$ cat config.mk
export PLATFORM = sky130hd
export DESIGN_NAME = and_result_monitor
export DESIGN_NICKNAME = d
export VERILOG_FILES = /design/src/rtl/and_result_monitor.sv
export SDC_FILE = /design/constraint.sdc
export NUM_CORES = 1
export LEC_CHECK = 0
export ABC_AREA = 1
export CORE_ASPECT_RATIO = 1.75
export CORE_MARGIN = 2
export CORE_UTILIZATION = 45
export CTS_CLUSTER_SIZE = 40
export DETAILED_ROUTE_END_ITERATION = 10
export HOLD_SLACK_MARGIN = 0.15
export MAX_ROUTING_LAYER = met4
export PLACE_DENSITY = 0.68
export SLEW_MARGIN = 20
export SYNTH_ARGS = -nofsm -noshare
export SYNTH_HDL_FRONTEND = slang
export SYNTH_SLANG_ARGS = --single-unit
$ cat constraint.sdc
create_clock -name clk -period 2.2 [get_ports clk]
set_input_delay 0.44 -clock clk [delete_from_list [all_inputs] [get_ports clk]]
set_output_delay 0.44 -clock clk [all_outputs]
set_load 0.03 [all_outputs]
$ cat src/rtl/and_result_monitor.sv
// and_result_monitor: checks an AND gate's output against a & b on every
// valid sample. It counts samples and mismatches, logs mismatching {a,b,y}
// vectors in a small first-word-fall-through FIFO, and reports pass/fail
// once the captured sample target has been reached.
//
// Optional feature (macro AND_MON_STOP_ON_ERR_EN): the first mismatch seen
// in RUN ends the run on the next edge, with pass=0.
//
// state  | meaning
// IDLE   | no run started since reset
// RUN    | checking in_valid samples toward the captured target
// DONE   | run finished; pass is valid, log remains readable
module and_result_monitor #(
  parameter int WIDTH     = 1,
  parameter int CNT_W     = 16,
  parameter int LOG_DEPTH = 4
) (
  input  logic               clk,
  input  logic               rst_n,
  input  logic               start,
  input  logic [CNT_W-1:0]   num_samples,
  input  logic               in_valid,
  input  logic [WIDTH-1:0]   a,
  input  logic [WIDTH-1:0]   b,
  input  logic [WIDTH-1:0]   y,
  output logic               busy,
  output logic               done,
  output logic               pass,
  output logic [CNT_W-1:0]   sample_cnt,
  output logic [CNT_W-1:0]   err_cnt,
  input  logic               log_rd_en,
  output logic [3*WIDTH-1:0] log_rd_data,
  output logic               log_empty,
  output logic               log_overflow
);

  localparam int AW = (LOG_DEPTH > 1) ? $clog2(LOG_DEPTH) : 1;
  localparam int PW = AW + 1;
  localparam int DW = 3 * WIDTH;

  localparam logic [1:0] S_IDLE = 2'd0;
  localparam logic [1:0] S_RUN  = 2'd1;
  localparam logic [1:0] S_DONE = 2'd2;

  localparam logic [CNT_W-1:0] CNT_ONE = {{(CNT_W-1){1'b0}}, 1'b1};
  localparam logic [PW-1:0]    PTR_ONE = {{(PW-1){1'b0}}, 1'b1};

  logic [1:0]       state;
  logic [CNT_W-1:0] target;
  logic [CNT_W-1:0] sample_q;
  logic [CNT_W-1:0] err_q;
  logic             pass_q;
  logic             ovf_q;
  logic [PW-1:0]    wr_ptr;
  logic [PW-1:0]    rd_ptr;
  logic [DW-1:0]    mem [LOG_DEPTH];

  logic             accept;
  logic             mismatch;
  logic             finish;
  logic [CNT_W-1:0] sample_inc;
  logic [CNT_W-1:0] err_inc;
  logic [CNT_W-1:0] err_next;
  logic             log_full;
  logic             push;
  logic             push_ok;
  logic             pop;

  // Sample acceptance, mismatch detection, saturating increments, run end
  always_comb begin
    accept     = (state == S_RUN) && in_valid && !start;
    // Case-inequality so an X/Z on y is reported as a mismatch in simulation
    mismatch   = (y !== (a & b));
    sample_inc = (&sample_q) ? sample_q : sample_q + CNT_ONE;
    err_inc    = (&err_q) ? err_q : err_q + CNT_ONE;
    err_next   = (accept && mismatch) ? err_inc : err_q;
`ifdef AND_MON_STOP_ON_ERR_EN
    finish     = accept && ((sample_inc == target) || mismatch);
`else
    finish     = accept && (sample_inc == target);
`endif
  end

  // Log occupancy and push/pop qualification; start flushes the log instead
  always_comb begin
    log_empty = (wr_ptr == rd_ptr);
    log_full  = (wr_ptr[AW] != rd_ptr[AW]) && (wr_ptr[AW-1:0] == rd_ptr[AW-1:0]);
    pop       = log_rd_en && !log_empty && !start;
    push      = accept && mismatch;
    // A simultaneous pop frees the slot, so a push into a full log still lands
    push_ok   = push && (!log_full || pop);
  end

  // Run FSM, target capture, counters and pass flag
  always_ff @(posedge clk or negedge rst_n) begin
    if (!rst_n) begin
      state    <= S_IDLE;
      target   <= '0;
      sample_q <= '0;
      err_q    <= '0;
      pass_q   <= 1'b0;
    end else if (start) begin
      target   <= num_samples;
      sample_q <= '0;
      err_q    <= '0;
      if (num_samples == '0) begin
        state  <= S_DONE;
        pass_q <= 1'b1;
      end else begin
        state  <= S_RUN;
        pass_q <= 1'b0;
      end
    end else if (accept) begin
      sample_q <= sample_inc;
      err_q    <= err_next;
      if (finish) begin
        state  <= S_DONE;
        pass_q <= (err_next == '0);
      end
    end
  end

  // Log pointers and sticky overflow flag
  always_ff @(posedge clk or negedge rst_n) begin
    if (!rst_n) begin
      wr_ptr <= '0;
      rd_ptr <= '0;
      ovf_q  <= 1'b0;
    end else if (start) begin
      wr_ptr <= '0;
      rd_ptr <= '0;
      ovf_q  <= 1'b0;
    end else begin
      if (push_ok) wr_ptr <= wr_ptr + PTR_ONE;
      if (pop)     rd_ptr <= rd_ptr + PTR_ONE;
      if (push && !push_ok) ovf_q <= 1'b1;
    end
  end

  // Log storage; contents need no reset because reads are gated by log_empty
  always_ff @(posedge clk) begin
    if (push_ok) mem[wr_ptr[AW-1:0]] <= {a, b, y};
  end

  // Status outputs
  always_comb begin
    busy         = (state == S_RUN);
    done         = (state == S_DONE);
    pass         = pass_q;
    sample_cnt   = sample_q;
    err_cnt      = err_q;
    log_overflow = ovf_q;
    log_rd_data  = log_empty ? '0 : mem[rd_ptr[AW-1:0]];
  end

endmodule

==> impl_metrics.ini <==
[run_status]
status = completed

[pwr]
power_frac_comb_pct = 13.1
power_frac_seq_pct = 44.1
p_per_area_nw_per_um2 = 542
clkPwrFrac_pct = 42.8
ir_drop_uv = 408
p_sw_share_pct = 27.1
switching_power_uw = 851
p_leak_nw = 2.70
p_int_mw = 2.29

[global_routing]
grt_pass1_wl_um = 19700
grt_usage_pct = 24.8
grt_pass1_vias = 4340
antenna_found_initial = 0
grt_max_degree = 59
grt-ovfl-total = 0

[cts]
numCtsBuffers = 9
worstSkewPairLatency_ps = 340
cts_sinks = 70
cts_root_buf = clkbuf_16
cts_tree = built
htreeDepth = 3
clk_pin_slew_ps = 60
cts_buffer_depth = 2

[timing]
tightestPinTransition_ps = 415
setup-tns-final_ps = 0
drv_slew = 0
finalHoldViolCount = 0
fin_crit_sh_pct = 94.9
fin_skew_ps = 6.05
timing.fmax_ghz = 0.479
slew_headroom_pct = 72.3
period_minus_slack_ps = 2090
finalSetupViolCount = 0

[finish]
final_cell_mix = 194 x nand2_1, 71 x inv_1, 65 x nor2_1
antennaDiodeCount = 0
drive_gt1_share_pct = 16.5
nets = 749
stdcell_count = 845
layout_commonest_cell = nand2_1
area_growth_pct = 35.9

[floorplan]
boundaryPins = 64
initial_core_util_pct = 45.5
die_area_um2 = 10300
coreArea_um2 = 9350
dieWidth_um = 77.5
rows = 47
fp.dieH_um = 133

[logic_synthesis]
synth_top_cell_by_area = dfrtp_1
yosys_warnings = 0
async_flop_share_pct = 82.9
synth_edf_count = 12
syn_avg_cell_area_um2 = 7.00
netlist.area_leader.share_pct = 34.1
synth-seq-cells = 70
netlist_area_um2 = 4260
ys.flop_type = dfrtp_1
synth.yosys.seq_area_share_pct = 42.6
netlist_top_cells_area = dfrtp_1 34%, nand2_1 17%, edfxtp_1 8.5%
synth_fp_nets = 639
yosysUniqueCellTypes = 31
synth_cells = 608

[setup_path]
crit_chain = inv_1 > nor2_1 > clkdlybuf4s50_1
cpPeakStageDelay_ps = 700
required_ps = 1760
cpMaxStageDelayCell = clkdlybuf4s50_1
cp_max_fo = 3
cp-end-kind = primary output
critPathArrivalTime_ps = 1650
rrSetupSlack_ps = 150
crit_family = buffers and inverters
crit_buf_inv = 2
crit_type = reg2out
startpoint_type = register

[detailed_routing]
drt_first_pass_iters = 5
vias_per_cell = 5.28
wire_per_inst_um = 14.5
drt_iter0_drc = 301
wl_um = 12300
ant_nets = 0
vias = 4464
remaining_drc_errors = 0

[place]
numPortBuffers = 63
gp_congestion = 0.935
place_hpwl_um = 8970
place_inst = 815

[min_path]
hold_class = reg2reg

[job]
maxCapViolations = 0
registers in the layout, indices dropped and copies added, names as in the netlist:
name	count
err_cnt	16
sample_cnt	16
target	16
mem	12
rd_ptr	3
wr_ptr	3
state	2
log_overflow	1
pass	1
kinds of logic after synthesis:
family | Yosys count | synth area share [%]
flip-flops | 70 | 42.6
AND/OR/NAND/NOR | 354 | 35.1
adder cells (fa/ha/maj) | 7 | 2.06
AO/OA/AOI/OAI | 75 | 9.23
buffers and inverters | 90 | 8.61
XOR/XNOR | 12 | 2.47
per-layer routing:
metal	global-route usage (%)	vias to the layer above	wire length (um)
li1	-	2168	-
met1	25.1	2087	4530
met2	43.7	152	6510
met3	3.55	57	442
met4	16.6	0	783
met5	-	-	0
synthesized netlist by cell type (3+ instances only):
master and n:
nand3_1 46, dfrtp_1 58, ha_1 7, o21ai_0 50, nor4_1 4, nand3b_1 3
clkbuf_1 7, inv_1 72, inv_2 3, nand2_2 4, o22ai_1 3, xor2_1 10
nor2_2 3, edfxtp_1 12, nand3_2 3, nor2_1 78, buf_4 3, nand2_1 197
a21oi_1 18, nand4_1 10, o32ai_1 3
through the flow:
| stage | power [mW] | instance area [um^2] | setup slack, ps | util [%] | hold WS [ps] |
|---|---|---|---|---|---|
| floorplan | 1.61 | 4260 | 71.3 | - | 144 |
| global placement | 1.79 | 5240 | -72.2 | 56.1 | 471 |
| detailed placement | 1.80 | 5240 | -115 | 56.1 | 474 |
| CTS | 3.16 | 5530 | 53.7 | 59.1 | 488 |
| global route | 3.27 | 5780 | -7.96 | 61.9 | 514 |
| finish | 3.14 | 5780 | 111 | 61.9 | 488 |
power by group through the flow:
| stage | combinational [mW] | sequential (mW) | clock [mW] |
|---|---|---|---|
| after CTS | 0.397 | 1.38 | 1.38 |
| after global routing | 0.457 | 1.39 | 1.42 |
| after floorplan | 0.199 | 1.41 | 0 |
| final | 0.411 | 1.38 | 1.34 |
| after detailed placement | 0.396 | 1.41 | 0 |
| after global placement | 0.389 | 1.40 | 0 |
path summary, 6_finish.rpt:
check / from / end / cells past startpoint
worst max-delay path: state[1] / done / 3
worst min-delay path: wr_ptr[2] / wr_ptr[2] / 1
worst max register to register: sample_cnt[1] / state[1] / 17
worst min register to register: wr_ptr[2] / wr_ptr[2] / 1
max in group asynchronous: rst_n / err_cnt[2] / 3
min in group asynchronous: rst_n / target[6] / 3
layout make-up:
class                      instances  area (um^2)
timing repair buffer             113         1030
tap                              122          153
clock buffer                      10          229
inverter                          75          289
fill                             813         3570
multi-input combinational        448         2200
clock inverter                     6         47.5
sequential                        70         1820
timing repair inverter             1         8.76
what timing repair did:
item,CTS,global route
setup buffers,0,12
gates resized for setup,2,47
pin swaps,0,13
hold buffers,1,0
cloned,0,1
endpoints found under the hold margin,58,0
endpoints found under the setup margin,4,7
Note: power is estimated with default switching activity, not from simulation.
